<file path="src/rtl/subservient_status_gpio.sv">
// subservient_status_gpio: Wishbone pass/fail GPIO reporter with watchdog; define STATUS_SIG_EN to add the SIG register
module subservient_status_gpio #(
  parameter logic [31:0] ADDR_BASE = 32'h3000_0000,
  parameter int WDT_W = 24,
  parameter logic [WDT_W-1:0] WDT_DEFAULT = 24'hFF_FFFF
) (
  input  logic        wb_clk_i,
  input  logic        wb_rst_i,
  input  logic        wbs_cyc_i,
  input  logic        wbs_stb_i,
  input  logic        wbs_we_i,
  input  logic [3:0]  wbs_sel_i,
  input  logic [31:0] wbs_adr_i,
  input  logic [31:0] wbs_dat_i,
  output logic        wbs_ack_o,
  output logic [31:0] wbs_dat_o,
  output logic [1:0]  io_out,
  output logic [1:0]  io_oeb,
  output logic        irq_o
);
  typedef enum logic [1:0] {IDLE, RUN, PASS, FAIL} state_t;
  state_t state, state_n;
  logic [WDT_W-1:0] wdt_load, count, count_n, load_n;
  logic timeout, timeout_n, hit, wr, wr_ctrl, wr_load, expire, done, unused_bits;
  logic [31:0] mask, wdat, rdata, sig_q;
  assign hit = wbs_cyc_i & wbs_stb_i & (wbs_adr_i[31:4] == ADDR_BASE[31:4]);
  assign wr = hit & wbs_we_i & ~wbs_ack_o;
  assign wr_ctrl = wr & (wbs_adr_i[3:2] == 2'd0);
  assign wr_load = wr & (wbs_adr_i[3:2] == 2'd1);
  assign mask = {{8{wbs_sel_i[3]}}, {8{wbs_sel_i[2]}}, {8{wbs_sel_i[1]}}, {8{wbs_sel_i[0]}}};
  assign wdat = wbs_dat_i & mask;
  assign load_n = (wdt_load & ~mask[WDT_W-1:0]) | wdat[WDT_W-1:0];
  assign expire = (state == RUN) & (count[WDT_W-1:1] == '0);
  assign done = (state == PASS) | (state == FAIL);
  assign io_oeb = 2'b00;
  assign rdata = (wbs_adr_i[3:2] == 2'd0) ? {22'd0, state == RUN, state == RUN, 5'd0, timeout, state == FAIL, state == PASS} :
                 (wbs_adr_i[3:2] == 2'd1) ? 32'(wdt_load) :
                 (wbs_adr_i[3:2] == 2'd2) ? 32'(count) : sig_q;
`ifdef STATUS_SIG_EN
  logic [31:0] sig;
  always_ff @(posedge wb_clk_i)
    if (wb_rst_i) sig <= '0;
    else if (wr && wbs_adr_i[3:2] == 2'd3 && !done) sig <= {sig[30:0], sig[31]} ^ wdat;
  assign sig_q = sig;
  assign unused_bits = ^wbs_adr_i[1:0];
`else
  assign sig_q = '0;
  assign unused_bits = ^{wbs_adr_i[1:0], wdat[31:WDT_W]};
`endif
  // a kick beats a same-cycle expiry; any other write loses to it
  always_comb begin
    state_n = state;
    count_n = count;
    timeout_n = timeout;
    case (state)
      IDLE: if (wr_ctrl) begin
        state_n = wdat[1] ? FAIL : wdat[0] ? PASS : wdat[8] ? RUN : IDLE;
        count_n = (state_n == RUN) ? wdt_load : count;
      end
      RUN: if (wr_load) count_n = load_n;
        else if (expire) begin
          state_n = FAIL;
          timeout_n = 1'b1;
          count_n = '0;
        end else begin
          count_n = count - 1'b1;
          if (wr_ctrl) state_n = wdat[1] ? FAIL : wdat[0] ? PASS : wdat[8] ? RUN : IDLE;
        end
      default: ;
    endcase
  end
  always_ff @(posedge wb_clk_i)
    if (wb_rst_i) begin
      state <= IDLE;
      count <= '0;
      timeout <= 1'b0;
      wdt_load <= WDT_DEFAULT;
      wbs_ack_o <= 1'b0;
      wbs_dat_o <= '0;
      io_out <= 2'b00;
      irq_o <= 1'b0;
    end else begin
      state <= state_n;
      count <= count_n;
      timeout <= timeout_n;
      if (wr_load) wdt_load <= load_n;
      wbs_ack_o <= hit & ~wbs_ack_o;
      wbs_dat_o <= (hit & ~wbs_ack_o) ? rdata : '0;
      io_out <= {state_n == FAIL, state_n == PASS};
      irq_o <= (state_n == FAIL) | (state_n == PASS);
    end
endmodule
</file>
<file path="config.mk">
export PLATFORM = sky130hd
export DESIGN_NAME = subservient_status_gpio
export DESIGN_NICKNAME = d
export VERILOG_FILES = /design/src/rtl/subservient_status_gpio.sv
export SDC_FILE = /design/constraint.sdc
export NUM_CORES = 1
export LEC_CHECK = 0
export CAP_MARGIN = 25
export CORE_UTILIZATION = 53
export DETAILED_ROUTE_END_ITERATION = 12
export PLACE_DENSITY_LB_ADDON = 0.1
export SLEW_MARGIN = 40
export SYNTH_ARGS = -nofsm -noshare
export SYNTH_HDL_FRONTEND = slang
export SYNTH_SLANG_ARGS = --single-unit
</file>
<file path="constraint.sdc">
create_clock -name wb_clk_i -period 3.45 [get_ports wb_clk_i]
set_input_delay 0.69 -clock wb_clk_i [delete_from_list [all_inputs] [get_ports wb_clk_i]]
set_output_delay 0.69 -clock wb_clk_i [all_outputs]
set_load 0.02 [all_outputs]
</file>
==> impl_metrics.json <==
{
  "post-route-drc-count": 0,
  "place_ws_ns": 0.215,
  "cts_buffer_depth": 2,
  "r2r_end": "count[13]",
  "die_h_um": 92.7,
  "slew_headroom": 0.445,
  "ys.flop_type": "dfxtp_1",
  "finalMaxSlewViolations": 0,
  "synth_mux_area_frac": 0.0281,
  "worst_setup_path_start_kind": "input pin",
  "hold_depth": 2,
  "multi_input_area_mm2": 0.00252,
  "setup_slack_ns": 0.590,
  "ys_seq_area_frac": 0.362,
  "reg2reg_slack_ns": 0.90,
  "clkTransAtPathRegs_ns": 0.08,
  "irDropWorstVdd_mv": 0.245,
  "start_util": 0.556,
  "via_per_inst": 5.99,
  "routabilityCongestion": 0.867,
  "grt_pass1_vias": 3938,
  "reg2reg_depth": 6,
  "grt_pass1_wl_mm": 19.0,
  "crit_chain": "clkdlybuf4s50_1 -> nor4_4 -> nand4_4 -> nor3_4 -> and2_1 -> buf_4 -> nor2b_1 -> a211o_1",
  "firstDrtPassIters": 6,
  "clk_latency_ns": 0.35,
  "syn_inst": 491,
  "fin_worst_skew_ns": 0.0108,
  "cts_max_level": 3,
  "numCtsBuffers": 9,
  "period_minus_slack_ns": 2.86,
  "rsz0062_at_grt": "no",
  "ant_nets": 0,
  "endpoint_kind": "flop",
  "critPathBufInv": 2,
  "routed-via-count": 4098,
  "chipWidth_um": 92.7,
  "die-area_mm2": 0.00860,
  "timing.final.crit_share": 0.829,
  "antenna_found_initial": 0,
  "core_region_area_mm2": 0.00785,
  "ios": 111,
  "setup_viol": 0,
  "synth_edf_count": 0,
  "synth_compound_area_frac": 0.212,
  "grt_max_degree": 55,
  "arrival_ns": 3.11,
  "leakage_uw": 0.00201,
  "yosysWarningCount": 0,
  "synth-simple-area-share": 0.289,
  "num_rows": 32,
  "cts_num_sinks": 79,
  "cellPowerDensity_mw_per_mm2": 324,
  "async_flop_share": 0,
  "post_cts_resize_count": 0,
  "wl_mm": 11.6,
  "synth_top_family_by_area": "simple AND/OR/NAND/NOR gates",
  "synth_xor_area_frac": 0.0361,
  "diodes": 0,
  "worstReg2RegStart": "count[13]",
  "cpPeakStageDelay_ns": 0.60,
  "port_buffers": 89,
  "synthAdderAreaFrac": 0.00287,
  "layout_commonest_cell": "clkdlybuf4s50_1",
  "totalNegativeSetupSlack_ns": 0,
  "layout-drive-gt1-share": 0.134,
  "synth_cell_types": 63,
  "drtIter0Drc": 379,
  "root_buffer": "clkbuf_8",
  "netlist_area_mm2": 0.00436,
  "setup.worst_path.class": "input pin to flop",
  "worstMarginPinSlew_ns": 0.828,
  "crit_fanout": 16,
  "detailed_place_hpwl_mm": 8.13,
  "post_drt_wl_per_cell_um": 17.0,
  "nFillCells": 664,
  "track_usage": 0.277,
  "cp.depth": 8,
  "finalHoldViolations": 0,
  "status": "complete, no violations",
  "hold_class": "flop to flop",
  "cp.required_ns": 3.70,
  "critPathTopFamily": "simple AND/OR/NAND/NOR gates",
  "layout_common_cells": "clkdlybuf4s50_1 (88), dfxtp_1 (79), nor2_1 (45)",
  "slowest_stage": "nor3_4",
  "cts_setup_buffers": 0,
  "ys_seq_elements": 79,
  "max_cap_viol_count": 0,
  "seq_area_mm2": 0.00158,
  "ctsHoldBuffers": 0,
  "grt_overflow": 0,
  "hold_path_startpoint": "timeout",
  "cts_tree": "built",
  "nNetsFinal": 651,
  "syn_avg_cell_area_um2": 8.89,
  "max_freq_mhz": 350,
  "min_to": "timeout",
  "syn_to_final_growth_pct": 26.7
}
==> worst reg2reg max path: cells and delay by family, from the launching register on <==
family	cells	cell delay [ns]
compound gates	2	0.37
flops	1	0.38
simple gates	4	1.66
==> cell families (layout without fill, tap and decap cells) <==
logic type | Yosys count | after routing
and+or+nand+nor | 200 | 200
AOI/OAI and AO/OA | 126 | 126
DFF | 79 | 79
buffers and inverters | 54 | 136
xor gates and xnor gates | 18 | 18
muxes | 12 | 12
adders and majority gates | 1 | 1
other | 1 | 10
==> stage by stage <==
| stage | utilization | std cells | power (uW) | cell area (um2) | hold slack, ns |
|---|---|---|---|---|---|
| floorplan | - | 500 | 1010 | 4400 | 0.436 |
| global placement | 0.680 | 668 | 1100 | 5330 | 0.451 |
| detailed placement | 0.680 | 668 | 1100 | 5330 | 0.458 |
| CTS | 0.705 | 684 | 1800 | 5530 | 0.478 |
| global route | 0.705 | 684 | 1850 | 5530 | 0.535 |
| finish | 0.705 | 684 | 1790 | 5530 | 0.486 |
==> worst max path at each step <==
stage	start	end	slack, ns
final	wbs_adr_i[13]	wdt_load[23]	0.59
after global routing	wbs_adr_i[13]	wdt_load[23]	0.52
after CTS	wbs_adr_i[13]	wdt_load[22]	0.60
after detailed placement	wbs_adr_i[13]	wdt_load[22]	0.21
after global placement	wbs_adr_i[5]	wdt_load[16]	0.26
after floorplan	wbs_adr_i[13]	count[14]	0.98
==> flip-flops by register name (all words and copies together) (netlist names) <==
register / flops
wbs_ack_o: 1
count: 24
io_out: 2
irq_o: 1
wdt_load: 24
state: 2
wbs_dat_o: 24
timeout: 1
==> synth_stat cells (all sizes together) (2+ instances only) <==
| cell type | n | area, um2 |
|---|---|---|
| dfxtp | 79 | 1580 |
| nor2 | 51 | 206 |
| nand2 | 33 | 124 |
| clkbuf | 29 | 130 |
| a21oi | 27 | 139 |
| nor2b | 23 | 144 |
| a211o | 22 | 193 |
| nor3 | 21 | 121 |
| a22oi | 20 | 150 |
| nor4 | 20 | 275 |
| buf | 18 | 141 |
| o21ai | 17 | 85.1 |
| a211oi | 11 | 123 |
| mux2i | 10 | 100 |
| xnor2 | 9 | 78.8 |
| xor2 | 9 | 78.8 |
| a221oi | 8 | 70.1 |
| and3 | 8 | 50.1 |
| inv | 7 | 26.3 |
| nand3 | 7 | 35.0 |
| nand2b | 6 | 37.5 |
| o22ai | 6 | 37.5 |
| and2 | 5 | 31.3 |
| nand4 | 5 | 61.3 |
| nor4b | 4 | 41.3 |
| or3 | 4 | 26.3 |
| or4 | 4 | 33.8 |
| a311oi | 3 | 26.3 |
| a222oi | 2 | 20.0 |
| a32oi | 2 | 17.5 |
| and4 | 2 | 18.8 |
| mux2 | 2 | 22.5 |
| nand3b | 2 | 15.0 |
| o2bb2ai | 2 | 17.5 |
| o32ai | 2 | 17.5 |
| or2 | 2 | 12.5 |
==> layout make-up <==
class                      instances  share of cell area
clock buffer                      11              0.0256
tap                              102              0.0231
clock inverter                     5              0.0102
multi-input combinational        367               0.455
sequential                        79               0.286
inverter                           7             0.00475
timing repair buffer             113               0.195
==> power breakdown <==
group,leakage [uW],internal (uW),switching (uW),total [uW]
logic,0.00128,88.6,80.5,169
clock network,0.0000997,355,355,710
registers,0.000637,911,0.000000197,911
==> metal layers <==
metal	up-vias	wire [um]	global-route usage
met3	27	705	0.0452
li1	1954	-	-
met5	-	0	0
met4	0	271	0.106
met1	1941	5140	0.370
met2	176	5480	0.446
(Power assumes the default switching activity.)
